`config.mk`:
```
export PLATFORM = sky130hd
export DESIGN_NAME = m_axil_arbiter
export DESIGN_NICKNAME = d
export VERILOG_FILES = /design/src/rtl/m_axil_arb_pkg.sv /design/src/rtl/m_axil_rr_arbiter.sv /design/src/rtl/m_axil_arbiter.sv
export SDC_FILE = /design/constraint.sdc
export NUM_CORES = 1
export LEC_CHECK = 0
export BUFFER_PORTS_ARGS = -buffer_cell sky130_fd_sc_hd__clkbuf_2
export CORE_AREA = 2 2 131 133
export CTS_CLUSTER_DIAMETER = 30
export DETAILED_ROUTE_END_ITERATION = 8
export DIE_AREA = 0 0 133 135
export GPL_TIMING_DRIVEN = 0
export PLACE_DENSITY_LB_ADDON = 0.3
export SKIP_LAST_GASP = 1
export SYNTH_ARGS = -nofsm -noshare
export SYNTH_HDL_FRONTEND = slang
export SYNTH_HIERARCHICAL = 1
export SYNTH_SLANG_ARGS = --single-unit
export TNS_END_PERCENT = 50
```
`constraint.sdc`:
```
create_clock -name clk -period 5.6 [get_ports clk]
set_clock_uncertainty 0.05 [all_clocks]
set_input_delay 1.12 -clock clk [delete_from_list [all_inputs] [get_ports clk]]
set_output_delay 1.12 -clock clk [all_outputs]
set_load 0.01 [all_outputs]
```
`src/rtl/m_axil_arb_pkg.sv`:
```
// ----------------------------------------------------------------------------
// m_axil_arb_pkg
// Shared types and constants for the AXI-Lite request arbiter:
//   arb_state_e   - arbiter FSM state encoding
//   RESP_OKAY     - AXI response OKAY (2'b00)
//   RESP_SLVERR   - AXI response SLVERR (2'b10)
//   PROT_DEFAULT  - AxPROT driven on every transaction (unprivileged, secure, data)
// ----------------------------------------------------------------------------
package m_axil_arb_pkg;

    typedef enum logic [2:0] {
        IDLE = 3'd0,
        WR   = 3'd1,
        WB   = 3'd2,
        RD   = 3'd3,
        RR   = 3'd4,
        RSP  = 3'd5
    } arb_state_e;

    localparam logic [1:0] RESP_OKAY    = 2'b00;
    localparam logic [1:0] RESP_SLVERR  = 2'b10;
    localparam logic [2:0] PROT_DEFAULT = 3'b000;

endpackage

```
`src/rtl/m_axil_rr_arbiter.sv`:
```
// ----------------------------------------------------------------------------
// m_axil_rr_arbiter
// Combinational grant pick: scans the request vector starting at start_i and
// wrapping modulo NUM_REQ, returning the first requester found.
// Ports:
//   req_i        in   NUM_REQ  pending request vector
//   start_i      in   IDX_W    index to begin the scan at
//   grant_vld_o  out  1        at least one request pending
//   grant_idx_o  out  IDX_W    chosen requester (0 when none pending)
// ----------------------------------------------------------------------------
module m_axil_rr_arbiter
    import m_axil_arb_pkg::*;
#(
    parameter int NUM_REQ = 2,
    parameter int IDX_W   = $clog2(NUM_REQ)
) (
    input  logic [NUM_REQ-1:0] req_i,
    input  logic [IDX_W-1:0]   start_i,
    output logic               grant_vld_o,
    output logic [IDX_W-1:0]   grant_idx_o
);

    int               cand;
    logic [IDX_W-1:0] cand_idx;

    always_comb begin
        grant_vld_o = 1'b0;
        grant_idx_o = '0;
        cand        = 0;
        cand_idx    = '0;
        for (int i = 0; i < NUM_REQ; i++) begin
            cand     = (int'(start_i) + i) % NUM_REQ;
            cand_idx = IDX_W'(cand);
            if (!grant_vld_o && req_i[cand_idx]) begin
                grant_vld_o = 1'b1;
                grant_idx_o = cand_idx;
            end
        end
    end

endmodule

```
`src/rtl/m_axil_arbiter.sv`:
```
// ----------------------------------------------------------------------------
// m_axil_arbiter
// Arbitrates NUM_REQ simple requesters onto one AXI-Lite master port, one
// transaction in flight at a time.
//
// state | meaning
// IDLE  | waiting for a request; grant, pulse req_ready, latch request
// WR    | AW and W offered; each drops on its own handshake
// WB    | waiting for write response
// RD    | AR offered until accepted
// RR    | waiting for read data
// RSP   | one-cycle rsp_valid to owning requester, update last grant
//
// Ports:
//   clk, rst (async, active high)
//   req_valid/req_write/req_addr/req_wdata/req_wstrb  in  packed per requester
//   req_ready  out  one-cycle accept pulse;  rsp_valid out one-cycle done pulse
//   rsp_rdata/rsp_resp  out  shared response, nonzero only with rsp_valid
//   m_axil_aw*/w*/b*/ar*/r*  AXI-Lite master
// Build option: M_AXIL_ARB_FIXED_PRIO_EN selects fixed lowest-index priority
// instead of round-robin.
// ----------------------------------------------------------------------------
module m_axil_arbiter
    import m_axil_arb_pkg::*;
#(
    parameter int NUM_REQ = 2,
    parameter int ADDR_W  = 32
) (
    input  logic                    clk,
    input  logic                    rst,
    input  logic [NUM_REQ-1:0]      req_valid,
    input  logic [NUM_REQ-1:0]      req_write,
    input  logic [NUM_REQ*ADDR_W-1:0] req_addr,
    input  logic [NUM_REQ*32-1:0]   req_wdata,
    input  logic [NUM_REQ*4-1:0]    req_wstrb,
    output logic [NUM_REQ-1:0]      req_ready,
    output logic [NUM_REQ-1:0]      rsp_valid,
    output logic [31:0]             rsp_rdata,
    output logic [1:0]              rsp_resp,
    output logic [ADDR_W-1:0]       m_axil_awaddr,
    output logic [2:0]              m_axil_awprot,
    output logic                    m_axil_awvalid,
    input  logic                    m_axil_awready,
    output logic [31:0]             m_axil_wdata,
    output logic [3:0]              m_axil_wstrb,
    output logic                    m_axil_wvalid,
    input  logic                    m_axil_wready,
    input  logic [1:0]              m_axil_bresp,
    input  logic                    m_axil_bvalid,
    output logic                    m_axil_bready,
    output logic [ADDR_W-1:0]       m_axil_araddr,
    output logic [2:0]              m_axil_arprot,
    output logic                    m_axil_arvalid,
    input  logic                    m_axil_arready,
    input  logic [31:0]             m_axil_rdata,
    input  logic [1:0]              m_axil_rresp,
    input  logic                    m_axil_rvalid,
    output logic                    m_axil_rready
);

    localparam int IDX_W = $clog2(NUM_REQ);

    arb_state_e       state_q, state_d;
    logic [IDX_W-1:0] grant_q, grant_d;
    logic [ADDR_W-1:0] addr_q, addr_d;
    logic [31:0]      wdata_q, wdata_d;
    logic [3:0]       wstrb_q, wstrb_d;
    logic             aw_done_q, aw_done_d;
    logic             w_done_q, w_done_d;
    logic [31:0]      rdata_q, rdata_d;
    logic [1:0]       resp_q, resp_d;

    logic             gnt_vld;
    logic [IDX_W-1:0] gnt_idx;
    logic [IDX_W-1:0] start_ptr;

    logic             sel_write;
    logic [ADDR_W-1:0] sel_addr;
    logic [31:0]      sel_wdata;
    logic [3:0]       sel_wstrb;

`ifdef M_AXIL_ARB_FIXED_PRIO_EN
    assign start_ptr = '0;
`else
    logic [IDX_W-1:0] last_grant_q, last_grant_d;

    assign last_grant_d = (state_q == RSP) ? grant_q : last_grant_q;

    always_ff @(posedge clk or posedge rst) begin
        if (rst) last_grant_q <= IDX_W'(NUM_REQ - 1);
        else     last_grant_q <= last_grant_d;
    end

    assign start_ptr = (last_grant_q == IDX_W'(NUM_REQ - 1)) ? '0 : last_grant_q + 1'b1;
`endif

    m_axil_rr_arbiter #(
        .NUM_REQ (NUM_REQ),
        .IDX_W   (IDX_W)
    ) u_pick (
        .req_i       (req_valid),
        .start_i     (start_ptr),
        .grant_vld_o (gnt_vld),
        .grant_idx_o (gnt_idx)
    );

    always_comb begin
        sel_write = 1'b0;
        sel_addr  = '0;
        sel_wdata = '0;
        sel_wstrb = '0;
        for (int i = 0; i < NUM_REQ; i++) begin
            if (gnt_idx == IDX_W'(i)) begin
                sel_write = req_write[i];
                sel_addr  = req_addr[i*ADDR_W +: ADDR_W];
                sel_wdata = req_wdata[i*32 +: 32];
                sel_wstrb = req_wstrb[i*4 +: 4];
            end
        end
    end

    always_comb begin
        state_d   = state_q;
        grant_d   = grant_q;
        addr_d    = addr_q;
        wdata_d   = wdata_q;
        wstrb_d   = wstrb_q;
        aw_done_d = aw_done_q;
        w_done_d  = w_done_q;
        rdata_d   = rdata_q;
        resp_d    = resp_q;
        case (state_q)
            IDLE: begin
                if (gnt_vld) begin
                    grant_d   = gnt_idx;
                    addr_d    = sel_addr;
                    wdata_d   = sel_wdata;
                    wstrb_d   = sel_wstrb;
                    aw_done_d = 1'b0;
                    w_done_d  = 1'b0;
                    state_d   = sel_write ? WR : RD;
                end
            end
            WR: begin
                if (m_axil_awvalid && m_axil_awready) aw_done_d = 1'b1;
                if (m_axil_wvalid && m_axil_wready)   w_done_d  = 1'b1;
                if (aw_done_d && w_done_d)            state_d   = WB;
            end
            WB: begin
                if (m_axil_bvalid) begin
                    resp_d  = m_axil_bresp;
                    rdata_d = '0;
                    state_d = RSP;
                end
            end
            RD: begin
                if (m_axil_arready) state_d = RR;
            end
            RR: begin
                if (m_axil_rvalid) begin
                    resp_d  = m_axil_rresp;
                    rdata_d = m_axil_rdata;
                    state_d = RSP;
                end
            end
            RSP:     state_d = IDLE;
            default: state_d = IDLE;
        endcase
    end

    always_ff @(posedge clk or posedge rst) begin
        if (rst) begin
            state_q   <= IDLE;
            grant_q   <= '0;
            addr_q    <= '0;
            wdata_q   <= '0;
            wstrb_q   <= '0;
            aw_done_q <= 1'b0;
            w_done_q  <= 1'b0;
            rdata_q   <= '0;
            resp_q    <= RESP_OKAY;
        end else begin
            state_q   <= state_d;
            grant_q   <= grant_d;
            addr_q    <= addr_d;
            wdata_q   <= wdata_d;
            wstrb_q   <= wstrb_d;
            aw_done_q <= aw_done_d;
            w_done_q  <= w_done_d;
            rdata_q   <= rdata_d;
            resp_q    <= resp_d;
        end
    end

    // req_ready is combinational so the grant lands in the same cycle the
    // request is seen; rst gates it so reset silences it immediately.
    assign req_ready = (state_q == IDLE && gnt_vld && !rst) ? (NUM_REQ'(1) << gnt_idx) : '0;
    assign rsp_valid = (state_q == RSP) ? (NUM_REQ'(1) << grant_q) : '0;
    assign rsp_rdata = (state_q == RSP) ? rdata_q : '0;
    assign rsp_resp  = (state_q == RSP) ? resp_q  : '0;

    assign m_axil_awaddr  = addr_q;
    assign m_axil_awprot  = PROT_DEFAULT;
    assign m_axil_awvalid = (state_q == WR) && !aw_done_q;
    assign m_axil_wdata   = wdata_q;
    assign m_axil_wstrb   = wstrb_q;
    assign m_axil_wvalid  = (state_q == WR) && !w_done_q;
    assign m_axil_bready  = (state_q == WB);
    assign m_axil_araddr  = addr_q;
    assign m_axil_arprot  = PROT_DEFAULT;
    assign m_axil_arvalid = (state_q == RD);
    assign m_axil_rready  = (state_q == RR);

endmodule

```
==> results of run 1 <==
cell type report:
cell class	instances	area share, %
inverter	6	0.363
sequential	109	36.0
clock buffer	10	3.02
timing repair buffer	326	21.8
tap	220	3.63
buffer	76	6.35
multi-input combinational	326	28.0
clock inverter	6	0.841
worst register-to-register path, delay by kind of cell, from the launching register on:
| kind | cells | cell delay, ps |
|---|---|---|
| buffers and inverters | 4 | 1170 |
| DFF | 1 | 360 |
| muxes | 1 | 360 |
| AOI/OAI and AO/OA | 2 | 210 |
through the flow:
stage | cell area (um^2) | util, % | std cells | setup slack (ps)
floorplan | 5360 | - | 517 | 563
global placement | 7260 | 44.2 | 1062 | -650
detailed placement | 7290 | 44.4 | 1063 | 1640
CTS | 7580 | 46.2 | 1079 | 1630
global route | 7580 | 46.2 | 1079 | 1490
finish | 7580 | 46.2 | 1079 | 1750
power groups by stage:
stage	Clock (uW)	Combinational, uW	Sequential (uW)
2_1_floorplan	0	1030	1470
3_3_place_gp	0	1800	1400
3_5_place_dp	0	1840	1410
4_1_cts	657	1840	1400
5_1_grt	691	1990	1450
6_report	639	1810	1400
layer usage:
layer,vias to the layer above,wire [um]
li1,2393,-
met5,-,13
met3,15,1270
met4,2,206
met2,194,8480
met1,2220,7020
logic make-up (layout without fill, tap and decap cells):
logic type / after synthesis / after routing / synth area share, %
compound gates: 117 / 117 / 13.8
buf+inv: 82 / 424 / 9.44
other cells: 1 / 6 / 0.0702
simple gates: 130 / 130 / 11.9
flops: 109 / 109 / 51.1
mux: 73 / 73 / 13.7
final timing paths:
kind	depth (start not counted)	slack, ps	end
worst max register to register	7	3330	m_axil_wdata[1]
max in group asynchronous	3	4100	m_axil_araddr[13]
min in group asynchronous	2	740	rdata_q[17]
worst min register to register	2	430	resp_q[1]
worst max-delay path	8	1750	req_ready[0]
worst min-delay path	2	430	resp_q[1]
cell usage in the layout, fill, tap and decap left out, drive strengths merged:
cell      instances
a211o             1
a21boi            1
a21oi            70
a22o             32
a22oi             2
a31oi             2
and2             35
and3              4
and3b             2
buf              68
bufinv            1
clkbuf          344
clkinv            3
clkinvlp          2
conb              6
dfrtp           108
dfstp             1
inv               6
mux2              2
mux2i            71
nand2             4
nand2b            1
nand3b            1
nor2             78
nor2b             1
nor4b             1
o21ai             6
o21bai            1
o22ai             2
or2               2
or3b              1
registers in the layout, summed over array words and instances, names as in the netlist:
name,flops
resp_q,2
grant_q,1
m_axil_araddr,32
aw_done_q,1
w_done_q,1
m_axil_wstrb,4
last_grant_q,1
rdata_q,32
state_q,3
m_axil_wdata,32
synthesized netlist by cell type, drive strengths merged:
| master | n |
|---|---|
| a211o | 1 |
| a21boi | 1 |
| a21oi | 70 |
| a22o | 32 |
| a22oi | 2 |
| a31oi | 2 |
| and2 | 35 |
| and3 | 4 |
| and3b | 2 |
| buf | 67 |
| clkbuf | 9 |
| conb | 1 |
| dfrtp | 108 |
| dfstp | 1 |
| inv | 6 |
| mux2 | 2 |
| mux2i | 71 |
| nand2 | 4 |
| nand2b | 1 |
| nand3b | 1 |
| nor2 | 78 |
| nor2b | 1 |
| nor4b | 1 |
| o21ai | 6 |
| o21bai | 1 |
| o22ai | 2 |
| or2 | 2 |
| or3b | 1 |
==> flow_summary.json, run 1 <==
{
  "outcome": "finished, final reports clean",
  "synth_seq_cells": 109,
  "grt_pass1_wl_um": 26000,
  "switching_share_pct": 39.1,
  "finalCritPeriodShare_pct": 68.8,
  "clkSinkCount": 109,
  "cap_violations": 0,
  "row_count": 47,
  "avgSynthCellArea_um2": 10.4,
  "cp_data_required_time_ps": 4430,
  "finalSetupViolCount": 0,
  "core_mm2": 0.0164,
  "cts_tree": "yes",
  "cts_root_buf": "clkbuf_16",
  "crit_buf_inv": 4,
  "synth_cell_type_count": 36,
  "htreeDepth": 3,
  "combPwrFrac_pct": 47.0,
  "cp.arrival_ps": 2680,
  "ir_worst_vdd_mv": 0.198,
  "initial_core_util_pct": 32.5,
  "yosysTopAreaCell": "dfrtp_1",
  "clkSlewWorstSetupHoldPaths_ps": 70,
  "die_h_um": 135,
  "startpoint_type": "input port",
  "slowest_delay_ps": 470,
  "nFillCells": 1623,
  "ioPinCount": 332,
  "hold_ws_ps": 429,
  "met1_usage_pct": 23.3,
  "clock_latency_ps": 350,
  "sequentialPowerShare_pct": 36.4,
  "wl_um": 17000,
  "p_leak_uw": 0.00412,
  "synth_area_mm2": 0.00534,
  "synthesis.instances": 512,
  "drive_gt1_share_pct": 48.1,
  "cp_slowest_cell": "nor4b_4",
  "first_pass_iters": 6,
  "path_class": "input port to primary output",
  "grt_max_degree": 61,
  "grtUsageMet2_pct": 32.4,
  "grt_busiest_layer": "met2",
  "grt_setup_unrepaired": "false",
  "crit_chain": "clkbuf_2 > or2_1 > nor4b_4 > buf_2 > buf_4 > nand2_1 > nor2_1 > clkbuf_2",
  "n_antenna_cell": 0,
  "powerDensity_mw_per_mm2": 507,
  "tns_ps": 0,
  "worst_slew_margin_rel_pct": 26.8,
  "crit_top_cell": "clkbuf_2",
  "yosysWarnings": 6,
  "ctsResizeCount": 0,
  "track_usage_pct": 18.8,
  "dp_hpwl_um": 13400,
  "grt-ovfl-total": 0,
  "via_count": 4824,
  "gp_congestion": 0.772,
  "power_switching_uw": 1500,
  "antenna_found_initial": 1,
  "crit_fanout": 10,
  "multiInputGateArea_mm2": 0.00212,
  "power_uw": 3840,
  "die_x_um": 133,
  "met3_usage_pct": 4.92,
  "crit_path_end_kind": "primary output",
  "die_area_mm2": 0.0180,
  "regArea_mm2": 0.00273,
  "seq_area_frac_synth_pct": 51.1,
  "synth.top_cell.area_share_pct": 50.6,
  "tightestPinTransition_ps": 1100,
  "pwr-share-clk_pct": 16.6,
  "drc_errors": 0,
  "postCtsSetupBuffers": 0,
  "period_needed_ps": 3850,
  "p_int_uw": 2340,
  "synth_area_leaders": "dfrtp_1 (51%), mux2i_1 (13%), a21oi_1 (6.6%), buf_4 (6.0%), nor2_1 (5.5%)",
  "cts-buffers-inserted": 9,
  "crit_path_start": "req_valid[0]",
  "port-buffer-count": 325,
  "clockBufferDepth": 2,
  "critPathTopFamily": "buffers and inverters",
  "layout.nets": 1037,
  "drtIter0Drc": 223,
  "r2r-start": "last_grant_q",
  "wl_per_cell_um": 15.7,
  "min_path_type": "flip-flop to flip-flop",
  "slew_violations": 0,
  "holdCritStartpoint": "resp_q[1]",
  "antenna_left": 0,
  "area_delta_synth_final_pct": 42.1,
  "hold_viol": 0,
  "grt_pass1_vias": 4831,
  "ctsHoldBuffers": 0,
  "vias_per_cell": 4.47,
  "fmax_ghz": 0.259
}
Power figures use the tool's default switching activity.
==> run 2, diff against run 1 <==
clock period = 3.4 ns   (was 5.6 ns; I/O delays follow)
==> flow_summary.json, run 2 (synthesis gave the netlist of run 1 again) <==
{
  "multiInputGateArea_mm2": 0.00212,
  "cts-buffers-inserted": 9,
  "slowest_delay_ps": 620,
  "tns_ps": 0,
  "clockBufferDepth": 2,
  "regArea_mm2": 0.00273,
  "wl_per_cell_um": 16.1,
  "timing.rr.end": "m_axil_wstrb[1]",
  "track_usage_pct": 18.9,
  "dp_hpwl_um": 13800,
  "clkSlewWorstSetupHoldPaths_ps": 70,
  "clkSinkCount": 109,
  "ir_worst_vdd_mv": 0.337,
  "first_pass_iters": 4,
  "worst_slew_margin_rel_pct": 34.6,
  "fmax_ghz": 0.324,
  "hold_ws_ps": 384,
  "grt_max_degree": 42,
  "die_area_mm2": 0.0180,
  "core_mm2": 0.0164,
  "hold_viol": 0,
  "ctsResizeCount": 0,
  "clock_latency_ps": 340,
  "cts_root_buf": "clkbuf_16",
  "reg2reg_depth": 7,
  "grt_setup_unrepaired": "false",
  "cp_slowest_cell": "nor4b_4",
  "grt_pass1_wl_um": 26100,
  "area_delta_synth_final_pct": 42.2,
  "layout.nets": 1038,
  "r2r-start": "last_grant_q",
  "finalCritPeriodShare_pct": 90.8,
  "port-buffer-count": 325,
  "die_h_um": 135,
  "gp_congestion": 0.776,
  "ioPinCount": 332,
  "slew_violations": 0,
  "powerDensity_mw_per_mm2": 829,
  "path_class": "flip-flop to primary output",
  "grt_pass1_vias": 4839,
  "drc_errors": 0,
  "cp_data_required_time_ps": 2670,
  "via_count": 4915,
  "drive_gt1_share_pct": 48.3,
  "p_leak_uw": 0.00411,
  "final_cell_mix": "clkbuf_2 (325), dfrtp_1 (108), nor2_1 (78)",
  "crit_fanout": 10,
  "initial_core_util_pct": 32.5,
  "row_count": 47,
  "tightestPinTransition_ps": 980,
  "cap_violations": 0,
  "grt-ovfl-total": 0,
  "drtIter0Drc": 148,
  "min_path_type": "input port to async pin",
  "crit_path_end_kind": "primary output",
  "nFillCells": 1634,
  "ctsHoldBuffers": 0,
  "ff2ff_setup_slack_ps": 1140,
  "antenna_left": 0,
  "startpoint_type": "flip-flop",
  "htreeDepth": 3,
  "die_x_um": 133,
  "crit_chain": "buf_6 > nor4b_4 > buf_2 > buf_4 > nand2_1 > nor2_1 > clkbuf_2",
  "cts_tree": "yes",
  "finalSetupViolCount": 0,
  "vias_per_cell": 4.55,
  "postCtsSetupBuffers": 0,
  "wl_um": 17400,
  "cp.arrival_ps": 2360,
  "outcome": "finished, final reports clean",
  "final_common_cell": "clkbuf_2",
  "antenna_found_initial": 1,
  "period_needed_ps": 3090
}
==> run 2: cell types whose count changed in the layout (fill, tap and decap cells not counted), sizes merged <==
| cell | change |
|---|---|
| buf | +1 |
| bufinv | -1 |
| clkinv | -2 |
| clkinvlp | +3 |
| diode | +1 |
==> run 2: worst max-delay path by stage <==
stage	start	to	slack (ps)	depth (start not counted)
floorplan	rst	req_ready[1]	-130	2
global placement	rst	req_ready[1]	-1160	4
detailed placement	req_valid[0]	req_ready[0]	360	8
CTS	state_q[1]	req_ready[0]	300	7
global route	state_q[1]	req_ready[0]	130	7
finish	state_q[1]	req_ready[0]	310	7
==> run 2: routing by layer <==
layer | wire length [um] | vias to the layer above | global-route usage [%]
met2 | 8560 | 217 | 32.3
met1 | 6990 | 2288 | 22.9
met3 | 1520 | 20 | 5.71
met4 | 292 | 0 | 6.03
met5 | 0 | - | 0
li1 | - | 2390 | -
==> run 2: per-stage QoR <==
stage | area [um^2] | util, % | std cells | total power, uW | setup slack [ps]
final | 7590 | 46.3 | 1081 | 6300 | 313
after global routing | 7590 | 46.3 | 1080 | 6770 | 127
after CTS | 7590 | 46.3 | 1080 | 6380 | 298
after detailed placement | 7300 | 44.5 | 1064 | 5340 | 356
after global placement | 7260 | 44.3 | 1062 | 5280 | -1160
after floorplan | 5360 | - | 517 | 4110 | -132
==> run 2: layout make-up <==
cell class / count / area share (%)
clock inverters: 6 / 0.626
multi-input cells: 326 / 28.0
well taps: 220 / 3.63
diodes: 1 / 0.0330
plain buffers: 76 / 6.34
inverters: 6 / 0.346
flip-flops and latches: 109 / 35.9
clock buffers: 10 / 3.15
repair buffers: 327 / 22.0
==> run 2: critical path, delay by kind of cell, from the launching register on <==
family        cells  cell delay [ps]
buf+inv           4              850
flops             1              380
simple gates      3              770
==> run 2: power breakdown <==
part | switching (uW) | total [uW] | internal [uW]
clock network | 495 | 1020 | 522
logic | 1600 | 2980 | 1380
registers | 392 | 2300 | 1910
total | 2490 | 6300 | 3810
==> run 3, diff against run 2 <==
clock period = 3.1 ns   (was 3.4 ns; I/O delays follow)
==> flow_summary.json, run 3 (synthesis gave the netlist of run 1 again) <==
{
  "slew_violations": 0,
  "cts_tree": "yes",
  "die_x_um": 133,
  "crit_path_end_kind": "primary output",
  "track_usage_pct": 18.9,
  "path_class": "flip-flop to primary output",
  "setup_slack_ps": 250,
  "crit_top_cell": "clkbuf_1",
  "cp_slowest_cell": "dfrtp_1",
  "wl_um": 17400,
  "tightestPinTransition_ps": 1050,
  "p_leak_uw": 0.00412,
  "fmax_ghz": 0.351,
  "combPwrFrac_pct": 47.4,
  "antenna_left": 0,
  "worst_slew_margin_rel_pct": 30.3,
  "pwr-share-clk_pct": 16.1,
  "wl_per_cell_um": 16.1,
  "hold_viol": 0,
  "dp_hpwl_um": 13800,
  "cp_data_required_time_ps": 2430,
  "power_switching_uw": 2730,
  "switching_share_pct": 39.4,
  "place_inst": 1064,
  "final_cell_mix": "clkbuf_2 (325), dfrtp_1 (108), nor2_1 (78)",
  "dpl_cell_area_mm2": 0.00730,
  "drive_gt1_share_pct": 48.4,
  "initial_core_util_pct": 32.5,
  "port-buffer-count": 325,
  "startpoint_type": "flip-flop",
  "grt_pass1_vias": 4839,
  "ir_worst_vdd_mv": 0.370,
  "core_mm2": 0.0164,
  "design_area_mm2": 0.00761,
  "layout.nets": 1040,
  "finalSetupViolCount": 0,
  "clkSlewWorstSetupHoldPaths_ps": 70,
  "ff2ff_setup_slack_ps": 800,
  "final_common_cell": "clkbuf_2",
  "grt_setup_unrepaired": "false",
  "period_needed_ps": 2850,
  "row_count": 47,
  "die_h_um": 135,
  "ioPinCount": 332,
  "ctsResizeCount": 0,
  "clock_latency_ps": 340,
  "cts_root_buf": "clkbuf_16",
  "ctsHoldBuffers": 0,
  "sequentialPowerShare_pct": 36.5,
  "final_cell_count_no_fill": 1083,
  "timing.rr.end": "m_axil_wstrb[1]",
  "antenna_found_initial": 1,
  "htreeDepth": 3,
  "drtIter0Drc": 145,
  "r2r-start": "last_grant_q",
  "grt-ovfl-total": 0,
  "grt_pass1_wl_um": 26100,
  "drc_errors": 0,
  "cts-buffers-inserted": 9,
  "first_pass_iters": 4,
  "crit_fanout": 10,
  "die_area_mm2": 0.0180,
  "place_ws_ps": 176,
  "clkSinkCount": 109,
  "min_path_type": "input port to async pin",
  "powerDensity_mw_per_mm2": 910,
  "p_int_uw": 4190,
  "gp_congestion": 0.776,
  "finalCritPeriodShare_pct": 91.9,
  "cp.arrival_ps": 2180,
  "cap_violations": 0,
  "outcome": "finished, final reports clean",
  "slowest_delay_ps": 410,
  "grt_max_degree": 42,
  "area_delta_synth_final_pct": 42.5,
  "crit_chain": "buf_4 > and3_1 > clkbuf_1 > clkbuf_1 > and2_1 > clkbuf_2",
  "reg2reg_depth": 7,
  "via_count": 4938,
  "clockBufferDepth": 2,
  "vias_per_cell": 4.56
}
## run 3: cell count changes in the layout (fill, tap and decap cells not counted)
| cell | previous run | this run |
|---|---|---|
| buf_4 | 43 | 45 |
## run 3: per-layer routing
metal	wire, um	track usage [%]
met3	1510	5.71
met2	8540	32.3
met1	7040	22.9
met4	292	6.03
met5	0	0
## run 3: worst max path at each step
stage	start	to	slack, ps	cells after the start
3_5_place_dp	req_valid[0]	req_ready[0]	180	8
4_1_cts	state_q[1]	req_ready[0]	60	7
5_1_grt	state_q[0]	rsp_rdata[23]	40	6
6_report	state_q[0]	rsp_rdata[23]	250	6
2_1_floorplan	rst	req_ready[1]	-310	2
3_3_place_gp	rst	req_ready[1]	-1340	4
## run 3: through the flow
stage | util, % | hold slack, ps | total power (uW) | setup TNS (ps)
after floorplan | - | 392 | 4510 | -312
after global placement | 44.3 | 404 | 5800 | -2270
after detailed placement | 44.5 | 433 | 5860 | 0
after CTS | 46.3 | 331 | 7000 | 0
after global routing | 46.4 | 366 | 7440 | 0
final | 46.4 | 326 | 6920 | 0
## run 3: worst max-delay path: cells and delay by family, from the launching register on
family | cells | cell delay [ps]
buf+inv | 4 | 1060
flops | 1 | 410
simple gates | 2 | 380
## run 3: timing repair
item / in CTS / in global routing
setup buffers: 0 / 2
hold endpoints to repair: 0 / 0
setup endpoints to repair: 0 / 1
## run 3: cell type report
cell class	instances	area [um^2]
fillers	1632	8800
flip-flops and latches	109	2730
multi-input cells	326	2120
repair buffers	329	1680
plain buffers	76	482
well taps	220	275
clock buffers	10	239
clock inverters	6	47.5
inverters	6	26.3
diodes	1	2.50
## run 3: power groups by stage
stage,registers [uW],logic (uW),clock network [uW]
5_1_grt,2620,3620,1200
6_report,2530,3280,1120
3_3_place_gp,2530,3270,0
3_5_place_dp,2540,3320,0
4_1_cts,2530,3320,1150
2_1_floorplan,2660,1850,0
